`src/rtl/id_digit_display.sv`:
```
// id_digit_display: captures ID digits into a scrolling history buffer and scans it onto a common-anode 7-segment display
//   clk   : system clock, rising edge
//   reset : synchronous active-high reset
//   step  : one-cycle capture strobe for id
//   id    : 4-bit digit from the ID sequencer
//   an    : active-low digit enables, newest digit on an[0]
//   seg   : active-low segments {g,f,e,d,c,b,a}
//   fill  : count of valid digits held, saturating
module id_digit_display #(
    parameter int NUM_DIGITS = 4,
    parameter int SCAN_DIV   = 1000
) (
    input  logic                  clk,
    input  logic                  reset,
    input  logic                  step,
    input  logic [3:0]            id,
    output logic [NUM_DIGITS-1:0] an,
    output logic [6:0]            seg,
    output logic [2:0]            fill
);
    localparam int IW = $clog2(NUM_DIGITS);
    localparam int PW = $clog2(SCAN_DIV);
    // fill is only 3 bits wide, so an 8-digit build saturates at 7
    localparam logic [2:0] FILL_MAX = (NUM_DIGITS > 7) ? 3'd7 : 3'(NUM_DIGITS);
    localparam logic [6:0] SEG_LUT [16] = '{
        7'h40, 7'h79, 7'h24, 7'h30, 7'h19, 7'h12, 7'h02, 7'h78,
        7'h00, 7'h10, 7'h08, 7'h03, 7'h46, 7'h21, 7'h06, 7'h0E
    };

    logic [3:0]            digits [NUM_DIGITS];
    logic [NUM_DIGITS-1:0] valid;
    logic [PW-1:0]         presc;
    logic [IW-1:0]         scan_idx;
    logic                  tc;

    assign tc = presc == PW'(SCAN_DIV - 1);

    always_ff @(posedge clk) begin
        if (reset) begin
            digits   <= '{default: '0};
            valid    <= '0;
            fill     <= '0;
            presc    <= '0;
            scan_idx <= '0;
            an       <= '1;
            seg      <= 7'h7F;
        end else begin
            if (step) begin
                digits[0] <= id;
                for (int i = 1; i < NUM_DIGITS; i++) digits[i] <= digits[i-1];
                valid <= {valid[NUM_DIGITS-2:0], 1'b1};
                fill  <= (fill == FILL_MAX) ? fill : fill + 3'd1;
            end
            presc <= tc ? '0 : presc + 1'b1;
            if (tc) scan_idx <= (scan_idx == IW'(NUM_DIGITS - 1)) ? '0 : scan_idx + 1'b1;
            // outputs are registered from the pre-edge state, giving one cycle of latency
            an  <= ~(NUM_DIGITS'(1) << scan_idx);
            seg <= valid[scan_idx] ? SEG_LUT[digits[scan_idx]] : 7'h7F;
        end
    end
endmodule

```
`config.mk`:
```
export PLATFORM = sky130hd
export DESIGN_NAME = id_digit_display
export DESIGN_NICKNAME = d
export VERILOG_FILES = /design/src/rtl/id_digit_display.sv
export SDC_FILE = /design/constraint.sdc
export NUM_CORES = 1
export LEC_CHECK = 0
export ABC_CLOCK_PERIOD_IN_PS = 3540
export BUFFER_PORTS_ARGS = -buffer_cell sky130_fd_sc_hd__buf_4
export CAP_MARGIN = 5
export CORE_MARGIN = 2
export CORE_UTILIZATION = 62
export CTS_CLUSTER_SIZE = 40
export DETAILED_ROUTE_END_ITERATION = 7
export GPL_ROUTABILITY_DRIVEN = 0
export PLACE_DENSITY = 0.9
export SLEW_MARGIN = 10
export SYNTH_ARGS = -nofsm -noshare
export SYNTH_HDL_FRONTEND = slang
export SYNTH_SLANG_ARGS = --single-unit
```
`constraint.sdc`:
```
create_clock -name clk -period 3.54 [get_ports clk]
set_input_delay 0.354 -clock clk [delete_from_list [all_inputs] [get_ports clk]]
set_output_delay 0.354 -clock clk [all_outputs]
set_load 0.02 [all_outputs]
```
======== Yosys cells after proc, flatten, opt, wreduce, memory -nomap -nowiden ========
Memories as Yosys holds them, arrays and structs flattened. A register that Yosys moved wholly into a read port is not among the register bits.
Cells that the tools add are included.
storage, ports and cells
  memory bits (read-only) ................. 112
  logic and storage cells ................. 33
  register bits ........................... 39
  output and inout port bits .............. 14
  input bits .............................. 7
  memories ................................ 1
cells by class
  equal/unequal tests ..................... 3
  bitwise logic cells ..................... 5
  order comparisons ....................... 2
  shift-type cells ........................ 1
  reductions and logical operators ........ 3
  add/sub/neg operators ................... 3
  mux-type cells .......................... 6
memory list
  memory           depth  width  read ports  clocked after Yosys merged registers in  wr ports  RTL line  source
  (no name shown)  16     7      1           1                                        0         58        seg <= valid[scan_idx] ? SEG_LUT[digits[scan_idx]] : 7'h7F;
operator list
  cell                   number
  $add 10x1->10 const B  1
  $eq 10x10->1 const B   1
  $bmux 4 s2             1
  $mux 4                 2
  $not 4->5              1
  $not 4->4              1
  $reduce_or 2->1        2
  $shl 1x2->4 const A    1
  $add 3x1->3 const B    1
  $eq 3x3->1 const B     1
  $ge 3x3->1 const B     1
  $lt 2x3->1 const B     1
  $not 2->3              1
  $add 2x1->2 const B    1
  $bmux 1 s2             1
  $eq 2x2->1 const B     1
  $mux 2                 1
  $not 1->1              2
  $reduce_and 2->1       1
  $mux 1                 1

======== Longest topological paths before layout ========
Gate-level depths: netlist of run 1.
  word-level depth ........................ 5
  mapped depth ............................ 7
  depth with buffers taken out ............ 6

======== Worst setup path after synthesis of run 1 ========
OpenSTA, ideal clock, no wires.
  kind .................................... reg-to-reg
  start ................................... register scan_idx[0]
  end ..................................... register seg[0]
  cell stages (with the launch flop) ...... 7
  setup time .............................. 0.131 ns
  clock period less this slack ............ 1.989 ns
  data required time ...................... 3.409 ns
  setup slack ............................. 1.551 ns
  data arrival time ....................... 1.859 ns
  buffers on the path ..................... 1
  cell sequence ........................... dfxtp_1 -> buf_6 -> mux4_1 -> ha_1 -> or3b_1 -> o221ai_1 -> nand2_1
on the way
  cells in the longest elaborated chain, start to end .. 5
  elaborated cells on any way between the ends .. 9
  classes of those cells .................. mux: 5; bitwise: 3; reduce/logical: 1
ends and longest elaborated chain
  item                                        RTL line  source
  from (decl)                                 33        logic [IW-1:0] scan_idx;
  from (signal assigned)                      55        if (tc) scan_idx <= (scan_idx == IW'(NUM_DIGITS - 1)) ? '0 : scan_idx + 1'b1;
  $not 2->3 (implied by the code)             58
  $bmux 4 s2                                  58
  $mux 4 (implied by the code) (2 in series)  58
  $not 4->5 (implied by the code)             58
  to (decl)                                   18        output logic [6:0] seg,
Several ways; a longest one is shown, not always the timed one. The select of a mux whose other input is x is not followed.
A chain may end at the register's enable or synchronous reset.

======== Worst setup path after layout of run 1 ========
Ends and elaborated chain as after synthesis.

==> impl_metrics.toml, run 1 <==
[worst_setup_path]
critPathLaunchType = "flip-flop"
cp_num_buf_inv = 0
cp_max_fo = 10
crit_path_end_kind = "flip-flop"
timing.rr.end = "seg[0]"
reg2reg_slack_ns = 1.33
r2r-start = "scan_idx[0]"
required_ns = 3.79
reg2reg_depth = 5
critPathSlowestCell = "mux4_1"
crit_type = "reg2reg"
crit_chain = "mux4_1 -> ha_1 -> or3b_1 -> o221ai_1 -> nand2_1"
worstPathArrival_ns = 2.46
cpPeakStageDelay_ns = 0.72
crit_family = "multiplexers"

[sta]
tns_ns = 0
finalClockSkew_ns = 0.01387
setup_viol = 0
drv_slew = 0
whs_ns = 0.2323
relSlewSlack_pct = 71.88
worstMarginPinSlew_ns = 0.4181
period_share_pct = 62.36
rsz0062_at_grt = "false"
fmax_ghz = 0.4530
finalHoldViolations = 0
fin_crit_ns = 2.207

[synth]
syn-instance-count = 200
yosys_warnings = 0
synth_edf_count = 0
ys_ff_latch = 46
syn_area_um2 = 2051
syn_area_per_cell_um2 = 10.25
ys_seq_area_share_pct = 44.91
ys_types = 34
async_flop_share_pct = 0
synth_nets = 220
ys.flop_type = "dfxtp_1"

[clocking]
post-cts-setup-buffer-count = 0
holdBufCountCts = 0
cts_resized = 0
clk_pin_slew_ns = 0.13
clock_tree.htree_level_count = 2
cts_made_buffers = 5
cts_tree = "built"
insertion_delay_ns = 0.36
clock_sinks = 46
clockBufferDepth = 2
cts_root_buf = "clkbuf_4"

[pwr]
p_leak_nw = 0.9408
p_per_area_nw_per_um2 = 389.3
vdd_drop_max_mv = 0.2261

[floorplanning]
core_um2 = 3103
initial_core_util_pct = 66.09
die_w_um = 61.51
io_pins = 21
rows = 20
die_y_um = 61.51
dieArea_um2 = 3783

[worst_hold_path]
hp-class = "in2reg"
worstHoldStart = "id[1]"
min_path_cells = 3
worstHoldEndpoint = "digits[13]"

[run]
cap_violations = 0

[global_route]
grt_start_max_net_pins = 34
antenna_found_initial = 0
grt_pass1_wl_um = 5285
grt_pass1_vias = 1202
grt-ovfl-total = 0
grt_usage_pct = 18.99

[detailed_routing]
drt_iter0_drc = 71
firstDrtPassIters = 5
wl_um = 3129
via_per_inst = 5.333
final_antenna_net_count = 0
drc = 0
vias = 1392
wl_per_cell_um = 11.99

[placement]
dp_hpwl_um = 2206
dpl_cell_area_um2 = 2200
port_buffers = 20

[cells_and_area]
final_area_um2 = 2245
fillers = 245
num-nets-final = 237
diodes = 0
area.growth.synth_to_final_pct = 9.457
drive_gt1_share_pct = 15.21
multiInputGateArea_um2 = 1036
final-seq-area_um2 = 920.9

[run_status]
status = "finished, final reports clean"
## synth_stat cells (5+ instances only)
cell	count	area share [%]
a21oi_1	5	1.2
inv_1	10	1.8
ha_1	13	7.9
o221ai_1	5	2.1
xnor2_1	6	2.6
dfxtp_1	46	45
nand2_1	8	1.5
mux2i_1	21	10
nand2b_1	7	2.1
nor2_1	37	6.8
## flip-flops by register name (all words and copies together), names as in the netlist
| signal | cells |
|---|---|
| digits | 16 |
| presc | 10 |
| seg | 7 |
| an | 4 |
| valid | 4 |
| fill | 3 |
| scan_idx | 2 |
## how the worst max path moves through the flow
stage / to / from / slack, ns / cells past startpoint
6_report: seg[0] / scan_idx[0] / 1.33 / 5
5_1_grt: seg[6] / scan_idx[0] / 1.18 / 5
3_5_place_dp: seg[0] / scan_idx[0] / 1.33 / 5
2_1_floorplan: seg[0] / scan_idx[0] / 1.55 / 6
4_1_cts: seg[0] / scan_idx[0] / 1.32 / 5
3_3_place_gp: seg[0] / scan_idx[0] / 1.36 / 5
## metrics by stage
stage / util, % / worst slack [ns] / power [mW] / cells
after floorplan: - / 1.551 / 0.6308 / 200
after global placement: 70.89 / 1.359 / 0.6556 / 254
after detailed placement: 70.89 / 1.330 / 0.6591 / 254
after CTS: 72.34 / 1.316 / 0.8789 / 261
after global routing: 72.34 / 1.181 / 0.9145 / 261
final: 72.34 / 1.333 / 0.8738 / 261
## cell type report
cell class / instances / area share, %
clock buffer: 7 / 2.007
inverter: 10 / 1.672
multi-input combinational: 134 / 46.15
sequential: 46 / 41.03
tap: 44 / 2.453
timing repair buffer: 20 / 6.689
## layout by cell type (no fill, tap or decap)
cell type,instances
a211oi_1,2
a21boi_0,1
a21oi_1,5
and2_1,1
and2b_2,2
and4b_1,1
buf_4,20
clkbuf_1,2
clkbuf_4,5
dfxtp_1,46
ha_1,13
inv_1,10
mux2_2,1
mux2i_1,21
mux4_1,3
mux4_2,2
nand2_1,8
nand2b_1,7
nand3_1,2
nand4_1,1
nand4_2,1
nor2_1,37
nor2b_1,1
nor3_1,4
o211ai_1,1
o21ai_0,1
o221ai_1,5
or2_4,1
or3_1,1
or3b_1,1
or4_4,1
xnor2_1,6
xor2_1,4
## tightest hold or removal path, stage by stage
cell     delay (ns)
buf_4          0.07
mux2i_1        0.05
nor2_1         0.07
## kinds of logic (layout without fill, tap and decap cells)
group | after synthesis | in the layout | share of synthesized area, %
AND/OR/NAND/NOR | 69 | 69 | 16.41
flip-flops | 46 | 46 | 44.91
multiplexers | 27 | 27 | 16.84
buffers and inverters | 20 | 37 | 4.575
AO/OA/AOI/OAI | 15 | 15 | 5.064
adder cells (fa/ha/maj) | 13 | 13 | 7.932
XOR/XNOR | 10 | 10 | 4.271
## report_power, final
part	internal [mW]	switching [mW]	total (mW)
Combinational	0.0461	0.0547	0.101
Sequential	0.535	0.0110	0.546
Clock	0.0751	0.152	0.227
## routing by layer
layer | global-route usage (%) | wire length, um | share of wire [%] | up-vias
li1 | - | - | - | 711
met1 | 25.76 | 1544 | 49 | 635
met2 | 28.57 | 1375 | 44 | 39
met3 | 6.933 | 167 | 5.3 | 7
met4 | 5.471 | 41 | 1.3 | 0
met5 | 0 | 0 | 0 | -
No activity file was read; power rests on OpenSTA's default activity.
==> run 2, diff against run 1 <==
ABC_AREA = 1   (was unset)
ABC_CLOCK_PERIOD_IN_PS = 2200   (was 3540)
CORE_UTILIZATION = 58   (was 62)
PLACE_DENSITY = 0.85   (was 0.9)
clock period = 2.2 ns   (was 3.54 ns; I/O delays follow)
==> run 2 against run 1 <==
- via count increased by 31%
- combinational power increased by 91%
- wire length increased by 29%
- global-route usage increased by 2.6 points
- synthesized cell count increased by 43%
- final cell count up 36%
- largest cell class unchanged
==> impl_metrics.toml, run 2 <==
[detailed_routing]
via_per_inst = 5.104
firstDrtPassIters = 4
drc = 0
final_antenna_net_count = 0
vias = 1817
wl_um = 4026
drt_iter0_drc = 130
wl_per_cell_um = 11.31

[global_route]
antenna_found_initial = 0
grt_use_met3_pct = 4.340
grt_use_met2_pct = 36.33
grt_pass1_vias = 1683
grt_usage_pct = 21.63
grt_pass1_wl_um = 7176
use_met1_pct = 27.41
grt-ovfl-total = 0
top_usage_layer = "met2"
grt_start_max_net_pins = 24

[synth]
synth_edf_count = 0
ys_ff_latch = 46
syn-instance-count = 286
ys_top_cells_by_count = "61 x nand2_1, 57 x nor2_1, 46 x dfxtp_1, 24 x nand3_1, 24 x o21ai_0"
ys_types = 27
synth_nets = 306
async_flop_share_pct = 0
synth.top_cell.area_share_pct = 43.29
ys_seq_area_share_pct = 43.29
yosysTopAreaCell = "dfxtp_1"
yosys-top-cells-area = "dfxtp_1 43%, nand2_1 11%, nor2_1 10%"
syn_area_um2 = 2127
ys.flop_type = "dfxtp_1"
post-synth-top-count-cell = "nand2_1"
syn_area_per_cell_um2 = 7.437
yosys_warnings = 0

[worst_setup_path]
timing.rr.end = "seg[0]"
r2r-start = "scan_idx[1]"
cp-startpoint = "scan_idx[1]"
cp_max_fo = 9
critPathLaunchType = "flip-flop"
reg2reg_slack_ns = 0.51
reg2reg_depth = 9
required_ns = 2.44
crit_path_end_kind = "flip-flop"
cp-endpoint = "seg[0]"
crit_type = "reg2reg"
worstPathArrival_ns = 1.94

[cells_and_area]
layout.cells.most_common = "nand2_1"
num-nets-final = 327
final-seq-area_um2 = 920.9
largest_reg_flops = 16
largestRegisters = "digits x16, presc x10, seg x7"
diodes = 0
area.growth.synth_to_final_pct = 12.47
multiInputGateArea_um2 = 1075
top_register = "digits"
final_cell_mix = "61 x nand2_1, 57 x nor2_1, 46 x dfxtp_1, 24 x nand3_1, 24 x o21ai_0"
fillers = 316
drive_gt1_share_pct = 15.26

[pwr]
vdd_drop_max_mv = 0.4871
p_leak_nw = 1.085
p_per_area_nw_per_um2 = 668.9

[floorplanning]
die_w_um = 64.56
core_um2 = 3606
initial_core_util_pct = 58.99
rows = 22
dieArea_um2 = 4168
io_pins = 21
die_y_um = 64.56

[run]
cap_violations = 0

[sta]
finalClockSkew_ns = 0.01146
tns_ns = 0
rsz0062_at_grt = "false"
period_share_pct = 76.96
finalHoldViolations = 0
fin_crit_ns = 1.693
worstMarginPinSlew_ns = 0.5096
drv_slew = 0
whs_ns = 0.1054
relSlewSlack_pct = 65.82
fmax_ghz = 0.5906
setup_viol = 0

[clocking]
insertion_delay_ns = 0.30
holdBufCountCts = 0
post-cts-setup-buffer-count = 0
cts_made_buffers = 5
clockBufferDepth = 2
clk_pin_slew_ns = 0.09
clock_sinks = 46
cts_tree = "built"
cts_resized = 0
clock_tree.htree_level_count = 2
cts_root_buf = "clkbuf_8"

[placement]
port_buffers = 20
dp_hpwl_um = 2833

[worst_hold_path]
worstHoldStart = "reset"
hp-class = "in2reg"

[run_status]
status = "finished, final reports clean"
[run 2: cell types whose count changed after synthesis, sizes merged, moves of 4 or more]
cell and change:
nor2 +22, nand3 +26, xnor2 -6, mux4 -5, o221ai -5, o21ai +24
nand2b -7, a21oi +4, nand2 +59, inv +10, mux2i -21
[run 2: cell families after synthesis]
| kind of cell | synth area share (%) |
|---|---|
| compound gates | 8.353 |
| flops | 43.29 |
| simple gates | 33.71 |
| xor+xnor | 0.8237 |
| buf+inv | 6.176 |
| fa+ha+maj | 7.647 |
[run 2: per-stage QoR]
stage | setup WS (ns) | utilization, % | cells | instance area (um2) | power [mW]
2_1_floorplan | 0.6605 | - | 286 | 2127 | 1.048
3_3_place_gp | 0.6422 | 63.84 | 348 | 2302 | 1.102
3_5_place_dp | 0.5278 | 63.84 | 348 | 2302 | 1.108
4_1_cts | 0.5105 | 66.34 | 356 | 2392 | 1.613
5_1_grt | 0.3386 | 66.34 | 356 | 2392 | 1.684
6_report | 0.5068 | 66.34 | 356 | 2392 | 1.600
[run 2: layout make-up]
| cell class | instances | share of cell area [%] |
|---|---|---|
| Clock buffer | 5 | 2.877 |
| Clock inverter | 3 | 0.8891 |
| Inverter | 21 | 3.400 |
| Multi-Input combinational cell | 211 | 44.93 |
| Sequential cell | 46 | 38.49 |
| Tap cell | 48 | 2.510 |
| Timing Repair Buffer | 22 | 6.904 |
[run 2: worst min path at each step]
stage / to / slack [ns] / cells after the start
2_1_floorplan: fill[2] / 0.29 / 1
3_3_place_gp: valid[0] / 0.42 / 2
3_5_place_dp: valid[0] / 0.43 / 2
4_1_cts: valid[0] / 0.1 / 2
5_1_grt: valid[0] / 0.11 / 2
6_report: valid[0] / 0.11 / 2
[run 2: metal layers]
layer / routed length [um] / vias to the layer above
met5: 0 / -
met4: 45 / 0
met2: 1945 / 48
li1: - / 954
met3: 204 / 4
met1: 1831 / 811
[run 2: power breakdown]
part	switching (mW)	total, mW	internal, mW
sequential	0.0256	0.899	0.873
combinational	0.120	0.193	0.0735
clock	0.285	0.508	0.223
[run 2: worst max-delay path: stages, from the launching register on]
cell	delay, ns
dfxtp_1	0.52
inv_4	0.13
nand3_1	0.12
nand2_1	0.16
inv_1	0.15
ha_1	0.24
nand3_1	0.09
nor2_1	0.12
nor2_2	0.06
nand2_1	0.05
==> run 3, diff against run 2 <==
ABC_CLOCK_PERIOD_IN_PS = 1490   (was 2200)
CORE_UTILIZATION = 52   (was 58)
PLACE_DENSITY = 0.81   (was 0.85)
clock period = 1.49 ns   (was 2.2 ns; I/O delays follow)
==> run 3 against run 2 <==
- sequential power up 47%
- worst setup slack got worse by 0.41 ns
- register-to-register slack lost 0.41 ns
- largest power group unchanged
- largest cell class unchanged
- die area up 11%
==> impl_metrics.toml, run 3 (synthesis results as in run 2) <==
[detailed_routing]
via_per_inst = 5.033
firstDrtPassIters = 5
final_antenna_net_count = 0
wl_um = 4063
drt_iter0_drc = 108
drc = 0
wl_per_cell_um = 11.10
vias = 1842

[global_route]
grt_pass1_vias = 1635
grt-ovfl-total = 0
grt_pass1_wl_um = 6672
grt_usage_pct = 18.75
antenna_found_initial = 0
grt_start_max_net_pins = 21

[cells_and_area]
largest_reg_flops = 16
top_register = "digits"
final_cell_mix = "59 x nand2_1, 57 x nor2_1, 44 x dfxtp_1, 30 x buf_4, 24 x o21ai_0"
drive_gt1_share_pct = 19.94
largestRegisters = "digits x16, presc x10, seg x7"
layout.cells.most_common = "nand2_1"
final_area_um2 = 2520
diodes = 0
num-nets-final = 335
area.growth.synth_to_final_pct = 18.47

[clocking]
cts_root_buf = "clkbuf_8"
holdBufCountCts = 0
clock_tree.htree_level_count = 2
clk_pin_slew_ns = 0.09
cts_tree = "built"
cts_made_buffers = 5
insertion_delay_ns = 0.29
clockBufferDepth = 2
clock_sinks = 46

[placement]
preCtsSetupSlack_ns = 0.05424
dp_hpwl_um = 2965
dpl_cell_area_um2 = 2364
port_buffers = 20

[worst_hold_path]
hp-class = "in2reg"

[floorplanning]
rows = 23
core_um2 = 3971
initial_core_util_pct = 53.56
die_y_um = 67.96
dieArea_um2 = 4618
die_w_um = 67.96
io_pins = 21

[sta]
finalHoldViolations = 0
drv_slew = 0
setup_viol = 0
fin_crit_ns = 1.398
relSlewSlack_pct = 81.91
tns_ns = 0
period_share_pct = 93.82
whs_ns = 0.03556
fmax_ghz = 0.7154
finalClockSkew_ns = 0.008624
worstMarginPinSlew_ns = 0.2711
fin_ws_ns = 0.09210

[worst_setup_path]
cp_max_fo = 6
worstPathArrival_ns = 1.60
critPathLaunchType = "flip-flop"
required_ns = 1.69
crit_type = "reg2reg"
crit_path_end_kind = "flip-flop"

[run_status]
status = "finished, final reports clean"

[pwr]
power_mw = 2.535
pwr-share-seq_pct = 52.2
clkPwrFrac_pct = 35.9
vdd_drop_max_mv = 0.4929
p_leak_nw = 1.137
p_per_area_nw_per_um2 = 1006
p_comb_share_pct = 11.8
switching_share_pct = 24.68
p_int_mw = 1.909
p_sw_uw = 625.6

[run]
cap_violations = 0
## run 3: cell type report
| type | instances | area [um2] |
|---|---|---|
| Sequential cell | 46 | 925.9 |
| Inverter | 21 | 83.83 |
| Timing Repair Buffer | 30 | 225.2 |
| Multi-Input combinational cell | 211 | 1112 |
| Clock buffer | 6 | 72.57 |
| Tap cell | 50 | 62.56 |
| Fill cell | 362 | 1451 |
| Clock inverter | 2 | 37.54 |
## run 3: critical path, cell delays in order (launching register included)
cell and delay [ns]:
dfxtp_4 0.39, inv_4 0.05, nand2_1 0.07, nand3_2 0.08, nand2_4 0.12, inv_2 0.06
ha_1 0.21, nand3_1 0.12, nand3_1 0.08, nand2_1 0.07, nand2_1 0.04
## run 3: timing repair
action	4_1_cts	5_1_grt
setup buffers	0	1
resized for setup	0	10
endpoints found under the setup margin	0	4
## run 3: stage by stage
stage                     cells  utilization [%]
after floorplan             286                -
after global placement      357            59.51
after detailed placement    357            59.51
after CTS                   365            62.29
after global routing        366            63.45
final                       366            63.45
## run 3: path summary, 6_finish.rpt
path	slack, ns	start	endpoint	cells after the start
setup reg to reg	0.09	scan_idx[0]	seg[3]	10
hold reg to reg	0.48	presc[0]	presc[0]	1
setup / recovery	0.09	scan_idx[0]	seg[3]	10
hold / removal	0.04	reset	fill[2]	2
## run 3: power groups by stage
stage               clock, mW  sequential, mW  combinational [mW]
global route            0.968            1.33               0.339
CTS                     0.927            1.33               0.291
detailed placement          0            1.35               0.290
global placement            0            1.35               0.283
finish                  0.911            1.32               0.300
floorplan                   0            1.37               0.181
## run 3: layer usage
layer / global-route usage [%] / vias up / routed length [um]
met1: 22.88 / 833 / 2018
met4: 4.500 / 0 / 22
li1: - / 973 / -
met3: 4.934 / 4 / 155
met2: 32.77 / 32 / 1867
met5: 0 / - / 0
